## config.mk

```make
export PLATFORM = sky130hd
export DESIGN_NAME = l23_tx_fcs_padder
export DESIGN_NICKNAME = d
export VERILOG_FILES = /design/src/rtl/l23_tx_fcs_padder.sv
export SDC_FILE = /design/constraint.sdc
export NUM_CORES = 1
export LEC_CHECK = 0
export ABC_AREA = 1
export BUFFER_PORTS_ARGS = -buffer_cell sky130_fd_sc_hd__buf_4
export CORE_ASPECT_RATIO = 0.6
export CORE_UTILIZATION = 50
export CTS_CLUSTER_DIAMETER = 30
export DETAILED_ROUTE_END_ITERATION = 12
export PLACE_DENSITY = 0.68
export SETUP_SLACK_MARGIN = 0.5
export SYNTH_ARGS = -nofsm -noshare
export SYNTH_HDL_FRONTEND = slang
export SYNTH_SLANG_ARGS = --single-unit
```

## constraint.sdc

```tcl
create_clock -name L23_clk -period 2.87 [get_ports L23_clk]
set_input_delay 0.1435 -clock L23_clk [delete_from_list [all_inputs] [get_ports L23_clk]]
set_output_delay 0.1435 -clock L23_clk [all_outputs]
set_load 0.005 [all_outputs]
```

## src/rtl/l23_tx_fcs_padder.sv

```systemverilog
// rtl/l23_tx_fcs_padder.sv - pads frames to MIN_LEN, appends CRC-32 FCS and enforces the inter-frame gap
module l23_tx_fcs_padder #(
  parameter int MIN_LEN = 60,
  parameter int IFG     = 12
) (
  input  logic        L23_clk,
  input  logic        L23_rst,
  input  logic [7:0]  L23i_tdata,
  input  logic        L23i_tlast,
  input  logic        L23i_tvalid,
  output logic        L23i_tready,
  output logic [7:0]  L23o_tdata,
  output logic        L23o_tlast,
  output logic        L23o_tvalid,
  input  logic        L23o_tready,
  output logic [15:0] L23_frames_sent
);

  // Gap counter must hold IFG; keep at least one bit so IFG=0 still elaborates.
  localparam int              GW        = (IFG > 0) ? $clog2(IFG + 1) : 1;
  localparam logic [GW-1:0]   IFG_W     = GW'(IFG);
  localparam logic [GW-1:0]   GAP_ONE   = GW'(1);
  localparam logic [16:0]     MIN_LEN_W = 17'(MIN_LEN);
  localparam logic [31:0]     CRC_INIT  = 32'hFFFF_FFFF;
  localparam logic [31:0]     CRC_POLY  = 32'hEDB8_8320;

  typedef enum logic [1:0] {
    ST_DATA = 2'd0,
    ST_PAD  = 2'd1,
    ST_FCS  = 2'd2,
    ST_GAP  = 2'd3
  } state_e;

  state_e          state_q, state_d;
  logic [7:0]      tdata_q, tdata_d;
  logic            tlast_q, tlast_d;
  logic            tvalid_q, tvalid_d;
  logic [31:0]     crc_q, crc_d;
  logic [15:0]     len_q, len_d;
  logic [1:0]      fcs_idx_q, fcs_idx_d;
  logic [GW-1:0]   gap_q, gap_d;
  logic [15:0]     frames_q, frames_d;

  logic            slot_free;
  logic            in_ready;
  logic            in_hs;
  logic            out_last_hs;
  logic            load_en;
  logic [7:0]      load_byte;
  logic            load_last;
  logic            crc_en;
  logic [16:0]     len_inc;
  logic [15:0]     len_sat;
  logic [31:0]     fcs;

  // Reflected CRC-32, one data bit per step, least significant bit first.
  function automatic logic [31:0] crc32_byte(input logic [31:0] c, input logic [7:0] b);
    logic [31:0] r;
    r = c;
    for (int k = 0; k < 8; k++) begin
      if (r[0] ^ b[k]) begin
        r = {1'b0, r[31:1]} ^ CRC_POLY;
      end else begin
        r = {1'b0, r[31:1]};
      end
    end
    return r;
  endfunction

  // The single output register may take a new byte when empty or being drained.
  assign slot_free   = !tvalid_q || L23o_tready;
  assign in_ready    = (state_q == ST_DATA) && slot_free && L23_rst;
  assign in_hs       = in_ready && L23i_tvalid;
  assign out_last_hs = tvalid_q && tlast_q && L23o_tready;
  assign len_inc     = {1'b0, len_q} + 17'd1;
  assign len_sat     = (len_q == 16'hFFFF) ? len_q : len_inc[15:0];
  assign fcs         = ~crc_q;

  // State register.
  always_ff @(posedge L23_clk or negedge L23_rst) begin
    if (!L23_rst) begin
      state_q <= ST_DATA;
    end else begin
      state_q <= state_d;
    end
  end

  // Next-state logic: DATA until input tlast, PAD up to MIN_LEN, 4 FCS beats, then the gap.
  always_comb begin
    state_d = state_q;
    unique case (state_q)
      ST_DATA: begin
        if (in_hs && L23i_tlast) begin
          state_d = (len_inc < MIN_LEN_W) ? ST_PAD : ST_FCS;
        end
      end
      ST_PAD: begin
        if (slot_free && (len_inc >= MIN_LEN_W)) begin
          state_d = ST_FCS;
        end
      end
      ST_FCS: begin
        if (slot_free && (fcs_idx_q == 2'd3)) begin
          state_d = (IFG == 0) ? ST_DATA : ST_GAP;
        end
      end
      ST_GAP: begin
        // gap_q == 0 means the final FCS byte has not been handshaken yet.
        if (gap_q == GAP_ONE) begin
          state_d = ST_DATA;
        end
      end
      default: state_d = ST_DATA;
    endcase
  end

  // FSM outputs: what (if anything) goes into the output register this cycle.
  always_comb begin
    load_en   = 1'b0;
    load_byte = 8'h00;
    load_last = 1'b0;
    crc_en    = 1'b0;
    unique case (state_q)
      ST_DATA: begin
        load_en   = in_hs;
        load_byte = L23i_tdata;
        crc_en    = in_hs;
      end
      ST_PAD: begin
        load_en   = slot_free;
        load_byte = 8'h00;
        crc_en    = slot_free;
      end
      ST_FCS: begin
        load_en   = slot_free;
        load_last = (fcs_idx_q == 2'd3);
        unique case (fcs_idx_q)
          2'd0:    load_byte = fcs[7:0];
          2'd1:    load_byte = fcs[15:8];
          2'd2:    load_byte = fcs[23:16];
          default: load_byte = fcs[31:24];
        endcase
      end
      default: begin
        load_en = 1'b0;
      end
    endcase
  end

  // Datapath next-state: output register, CRC/length accumulation, FCS index, gap and frame counters.
  always_comb begin
    tdata_d   = tdata_q;
    tlast_d   = tlast_q;
    tvalid_d  = tvalid_q;
    crc_d     = crc_q;
    len_d     = len_q;
    fcs_idx_d = fcs_idx_q;
    gap_d     = gap_q;
    frames_d  = frames_q;

    if (slot_free) begin
      tvalid_d = load_en;
      if (load_en) begin
        tdata_d = load_byte;
        tlast_d = load_last;
      end else begin
        tlast_d = 1'b0;
      end
    end

    if (crc_en) begin
      crc_d = crc32_byte(crc_q, load_byte);
      len_d = len_sat;
    end

    if ((state_q == ST_FCS) && slot_free) begin
      if (fcs_idx_q == 2'd3) begin
        crc_d     = CRC_INIT;
        len_d     = 16'd0;
        fcs_idx_d = 2'd0;
      end else begin
        fcs_idx_d = fcs_idx_q + 2'd1;
      end
    end

    // Gap counting starts only once the tlast beat has actually left.
    if (state_q == ST_GAP) begin
      if (gap_q == '0) begin
        if (out_last_hs) begin
          gap_d = IFG_W;
        end
      end else begin
        gap_d = gap_q - GAP_ONE;
      end
    end

    if (out_last_hs) begin
      frames_d = frames_q + 16'd1;
    end
  end

  // Datapath registers.
  always_ff @(posedge L23_clk or negedge L23_rst) begin
    if (!L23_rst) begin
      tdata_q   <= 8'h00;
      tlast_q   <= 1'b0;
      tvalid_q  <= 1'b0;
      crc_q     <= CRC_INIT;
      len_q     <= 16'd0;
      fcs_idx_q <= 2'd0;
      gap_q     <= '0;
      frames_q  <= 16'd0;
    end else begin
      tdata_q   <= tdata_d;
      tlast_q   <= tlast_d;
      tvalid_q  <= tvalid_d;
      crc_q     <= crc_d;
      len_q     <= len_d;
      fcs_idx_q <= fcs_idx_d;
      gap_q     <= gap_d;
      frames_q  <= frames_d;
    end
  end

  assign L23i_tready     = in_ready;
  assign L23o_tdata      = tdata_q;
  assign L23o_tlast      = tlast_q;
  assign L23o_tvalid     = tvalid_q;
  assign L23_frames_sent = frames_q;

endmodule
```

Yosys cells after proc, flatten, opt, wreduce, memory -nomap -nowiden
Cells that the tools add are included.
- eq/ne operators: 13
- add/sub/neg operators: 4
- multiplexer cells: 37
- order comparisons: 2
- bitwise logic cells: 17
- reductions and logical operators: 18
- operator list (cell ; count):
    32-bit two-way mux ; 18
    13-bit inverter with 14-bit output ; 8
    16-bit two-way mux ; 4
    32-bit inverter ; 1
    8-bit one-hot mux with 3 select lines ; 1
    16-bit by 1-bit adder with 17-bit output (second input constant) ; 1
    17-bit by 6-bit greater-or-equal comparator with 1-bit output (second input constant) ; 1
    17-bit by 6-bit < comparator with 1-bit output (second input constant) ; 1
    16-bit by 1-bit adder with 16-bit output (second input constant) ; 1
    16-bit == test (second input constant) ; 1
    8-bit one-hot mux with 2 select lines ; 1
    2-bit two-way mux ; 6
    1-bit logical AND ; 9
    2-bit == test (second input constant) ; 4
    4-bit two-way mux ; 2
    2-bit inequality test (second input constant) ; 4
    2-bit one-hot mux with 4 select lines ; 1
    1-bit XOR ; 8
    2-bit by 1-bit == test with 1-bit output (second input constant) ; 2
    4-bit by 1-bit == test with 1-bit output (second input constant) ; 1
    2-bit logical NOT ; 2
    4-bit logical NOT ; 1
    1-bit one-hot mux with 2 select lines ; 2
    2-bit AND reduction ; 2
    8 further kinds ; 9
- output and inout bits: 27
- input bits: 13
- word-level logic and storage cells: 100
- register bits: 82

Longest topological paths before layout
- depth in word-level cells: 30
- mapped depth: 18
- gate-level depth less buffers: 17

Worst setup path before layout
Ideal clock, no wire load.
- path type: register to register
- start: reg fcs_idx_q[0]
- end: reg crc_q[20]
- path slack: 0.875 ns
- buffers on the path: 1
- data arrival time: 1.916 ns
- required time: 2.791 ns
- setup time: 0.079 ns
- stages on the path, launching flop included: 16
- cell sequence: dfrtp_1 > inv_1 > ha_1 > buf_2 > nand2_1 > nand2_1 > o21ai_2 > nand3_1 > nand2_2 > nand2_2 > nand2_4 > nand2_2 > nand2_2 > nor2_4 > a21oi_1 > nand2_1
- longest elaborated chain between the ends: 27
- elaborated cells on any way between the ends: 35
- those cells by class: eq/ne: 3; mux: 20; bitwise: 11; reduce/logical: 1
- ends and longest elaborated chain (item ; RTL line ; source):
    start: declaration ; 40 ; logic [1:0] fcs_idx_q, fcs_idx_d;
    start signal: assignment ; 219 ; fcs_idx_q <= fcs_idx_d;
    2-bit == test (tied with other cells) ; 137 ; unique case (fcs_idx_q)
    8-bit one-hot mux with 3 select lines ; 137 ;
    8-bit one-hot mux with 2 select lines ; 123 ; unique case (state_q)
    1-bit XOR ; 61 ; if (r[0] ^ b[k]) begin
    32-bit two-way mux ; 61 ;
    32-bit two-way mux ; 171 ; if (crc_en) begin
    13-bit inverter with 14-bit output (no source line) ; -- ;
    32-bit two-way mux ; 61 ;
    (+12 left out) ; -- ;
    32-bit two-way mux ; 61 ;
    32-bit two-way mux ; 171 ;
    13-bit inverter with 14-bit output (no source line) ; -- ;
    32-bit two-way mux ; 61 ;
    32-bit two-way mux ; 171 ;
    32-bit two-way mux ; 177 ; if (fcs_idx_q == 2'd3) begin
    32-bit two-way mux (*) ; 176 ; if ((state_q == ST_FCS) && slot_free) begin
    named net crc_d[20] ; 38 ; logic [31:0] crc_q, crc_d;
    end signal: assignment ; 217 ; crc_q <= crc_d;
    end: declaration ; 38 ;
Mark *: on every way through the listed nets, which the timed path passes. The rest lies on a longest branch. The select of a mux whose other input is x is not followed.
A chain may end at the register's enable or synchronous reset.

Final worst setup path
- start: reg fcs_idx_q[0]
- end: reg crc_q[26]
- longest elaborated chain between the ends: 24
- elaborated cells on any way between the ends: 35
- those cells by class: eq/ne: 3; mux: 20; bitwise: 11; reduce/logical: 1
- ends and longest elaborated chain (item ; RTL line):
    2-bit == test (tied with other cells) ; 137
    8-bit one-hot mux with 3 select lines ; 137
    8-bit one-hot mux with 2 select lines ; 123
    1-bit XOR ; 61
    32-bit two-way mux ; 61
    32-bit two-way mux ; 171
    32-bit two-way mux ; 61
    32-bit two-way mux ; 171
    (+9 left out) ; --
    32-bit two-way mux ; 61
    32-bit two-way mux ; 171
    13-bit inverter with 14-bit output (no source line) ; --
    32-bit two-way mux ; 61
    32-bit two-way mux ; 171
    32-bit two-way mux ; 177
    32-bit two-way mux (*) ; 176
    named net crc_d[26] ; 38
Marks and branches as above.

==> results.sh <==
export IMPL_grt_overflow_total=0
export IMPL_synth_cell_types=42
export IMPL_htreeDepth=3
export IMPL_fin_ws_ns=0.576
export IMPL_antenna_cells=0
export IMPL_synth_mux_area_share_pct=0
export IMPL_synth_top_cell_area_share_pct=22.3
export IMPL_finClkSkew_ns=0.00741
export IMPL_layout_drive_gt1_share_pct=26.0
export IMPL_status="finished, violations left"
export IMPL_relSlewSlack_pct=62.2
export IMPL_synth_area_per_cell_um2=7.31
export IMPL_detail_route_antenna_nets=0
export IMPL_io_pins=40
export IMPL_dp_hpwl_um=11500
export IMPL_syn_inst=767
export IMPL_timing_hold_ws_ns=0.111
export IMPL_maxSlewViolCount=0
export IMPL_grt_max_degree=52
export IMPL_nets=850
export IMPL_synth_edff_count=0
export IMPL_drv_cap=0
export IMPL_cp_required_ns=3.15
export IMPL_setup_violations=0
export IMPL_synth_simple_area_share_pct=32.0
export IMPL_die_area_mm2=0.0117
export IMPL_synthArstFlopShare_pct=100
export IMPL_place_congestion=0.973
export IMPL_place_area_mm2=0.00604
export IMPL_drt_iter0_drc=484
export IMPL_via_count=5381
export IMPL_rsz0062_at_grt="yes"
export IMPL_setup_worst_path_class="reg -> reg"
export IMPL_chipWidth_um=139
export IMPL_clk_latency_ns=0.34
export IMPL_synth_xor_area_share_pct=7.28
export IMPL_ys_top_cells_by_area="dfrtp_1 22%, nand2_1 17%, dfstp_2 15%"
export IMPL_synth_seq_cells=82
export IMPL_syn_num_nets=792
export IMPL_ys_warn_count=0
export IMPL_grt_pass1_vias=4929
export IMPL_critPathLaunchType="register"
export IMPL_grt_total_usage_pct=28.0
export IMPL_cts_inserted_buffers=9
export IMPL_area_delta_synth_final_pct=21.2
export IMPL_coreArea_mm2=0.0107
export IMPL_drc=2
export IMPL_start_util_pct=52.2
export IMPL_grt_pass1_wl_um=25400
export IMPL_wire_per_inst_um=16.5
export IMPL_drt_first_pass_iters=11
export IMPL_worstMarginPinSlew_ns=0.568
export IMPL_critPathArrivalTime_ns=2.58
export IMPL_finalInstanceArea_mm2=0.00679
export IMPL_finalHoldViolCount=0
export IMPL_synth_top_family_by_area="simple AND/OR/NAND/NOR gates"
export IMPL_crit_path_max_fanout=7
export IMPL_post_route_period_util_pct=79.9
export IMPL_synth_adder_area_share_pct=2.68
export IMPL_seq_area_frac_synth_pct=37.3
export IMPL_fp_dieH_um=84.0
export IMPL_portBuffers=39
export IMPL_timing_hold_worst_class="in -> reg"
export IMPL_totalWireLength_um=16000
export IMPL_endpoint_kind="register"
export IMPL_clk_transition_reported_paths_ns=0.06
export IMPL_antenna_found_initial=0
export IMPL_row_count=29
export IMPL_cts_buffer_depth=2
export IMPL_fmax_mhz=436
export IMPL_fin_crit_ns=2.29
export IMPL_yosys_area_top_type="dfrtp_1"
export IMPL_cts_tree="done"
export IMPL_fin_setup_tns_ns=0
export IMPL_synth_area_mm2=0.00561
export IMPL_cts_sinks=82
export IMPL_violations="DRC"
export IMPL_ys_flop_type="dfrtp_1"
export IMPL_synth_compound_area_share_pct=12.5
export IMPL_cts_root_buf="clkbuf_16"
export IMPL_post_place_ws_ns=0.297
export IMPL_viasPerCell=5.55
## final cells by class
| class | instances | area [um2] |
|---|---|---|
| Fill cell | 948 | 3950 |
| Timing Repair Buffer | 67 | 526 |
| Inverter | 92 | 369 |
| Clock inverter | 5 | 40.0 |
| Multi-Input combinational cell | 573 | 3360 |
| Sequential cell | 82 | 2100 |
| Clock buffer | 11 | 233 |
| Tap cell | 139 | 174 |
## path summary, 6_finish.rpt
path	start	endpoint	slack, ns	cells past startpoint
max	fcs_idx_q[0]$_DFFE_PN0P_	crc_q[26]$_DFF_PN1_	0.58	16
min	L23i_tdata[5]	L23o_tdata[5]$_DFFE_PN0P_	0.11	3
max reg2reg	fcs_idx_q[0]$_DFFE_PN0P_	crc_q[26]$_DFF_PN1_	0.58	16
min reg2reg	L23_frames_sent[15]$_DFFE_PN0P_	L23_frames_sent[15]$_DFFE_PN0P_	0.49	1
max in group asynchronous	L23_rst	fcs_idx_q[0]$_DFFE_PN0P_	1.39	4
min in group asynchronous	L23_rst	L23o_tdata[6]$_DFFE_PN0P_	0.50	3
## cell usage in the layout, fill, tap and decap left out, drive strengths merged, types with 12 or more instances in the layout
master	Yosys	layout
nor2	49	49
dfrtp	50	50
buf	12	66
dfstp	32	32
ha	12	12
xor2	33	33
nand2	276	276
nand3	59	59
o21ai	48	48
inv	90	91
a21oi	26	26
o211ai	13	13
## state kept, by name (all words and copies together) (netlist names)
| signal | cells |
|---|---|
| crc_q | 32 |
| gap_q | 4 |
| len_q | 16 |
| L23o_tvalid | 1 |
| L23o_tlast | 1 |
| state_q | 2 |
| L23_frames_sent | 16 |
| L23o_tdata | 8 |
| fcs_idx_q | 2 |
## timing repair
action / CTS / global route
endpoints found under the setup margin: 29 / 48
pin swaps: 1 / 14
hold buffers: 1 / 0
hold endpoints to repair: 23 / 0
buffers inserted: 3 / 14
resized for setup: 8 / 74
## stage by stage
step	util, %	cells
floorplan	-	767
detailed placement	56.3	935
global route	63.2	969
CTS	59.4	955
finish	63.2	969
global placement	56.3	935
## routing by layer
layer | part of all wire, % | vias up | wire, um | track usage, %
met5 | 0 | - | 0 | 0
met4 | 0.96 | 0 | 153 | 5.56
met3 | 7.8 | 20 | 1250 | 7.34
met2 | 43 | 201 | 6830 | 40.9
met1 | 49 | 2598 | 7760 | 41.6
li1 | - | 2562 | - | -
## critical path, stage by stage (launching register included)
cell,delay [ns]
dfrtp_2,0.43
inv_4,0.07
ha_4,0.19
buf_4,0.16
nand2_2,0.07
nand2_2,0.06
o21ai_4,0.21
nand2_2,0.11
nand2_2,0.11
nand2_4,0.11
nand2_4,0.13
nand2_8,0.10
nand2_8,0.09
nand2_4,0.06
nor2_4,0.16
nand2_1,0.07
nand4_1,0.08
## logic make-up (layout without fill, tap and decap cells)
kind of cell    Yosys count  in the layout
xor+xnor                 44             44
compound gates          111            111
flops                    82             82
simple gates            406            406
buf+inv                 112            175
fa+ha+maj                12             12
## synth_stat cells, types with 4 or more instances
| cell | number |
|---|---|
| o21bai_1 | 7 |
| buf_2 | 9 |
| nand4_1 | 11 |
| dfstp_2 | 32 |
| nand3_1 | 57 |
| o21ai_0 | 38 |
| inv_1 | 83 |
| nand2_2 | 23 |
| clkbuf_1 | 8 |
| nand2_1 | 247 |
| nand3b_1 | 4 |
| nand2_4 | 6 |
| o21ai_2 | 6 |
| dfrtp_1 | 50 |
| xnor2_1 | 11 |
| ha_1 | 12 |
| inv_2 | 5 |
| nor2_1 | 47 |
| xor2_1 | 30 |
| a21oi_1 | 25 |
| a31oi_1 | 8 |
| o211ai_1 | 13 |
Power is left out: the tool's default activity adds up to more than one toggle a clock period on the data nets, which glitch-free logic cannot reach.
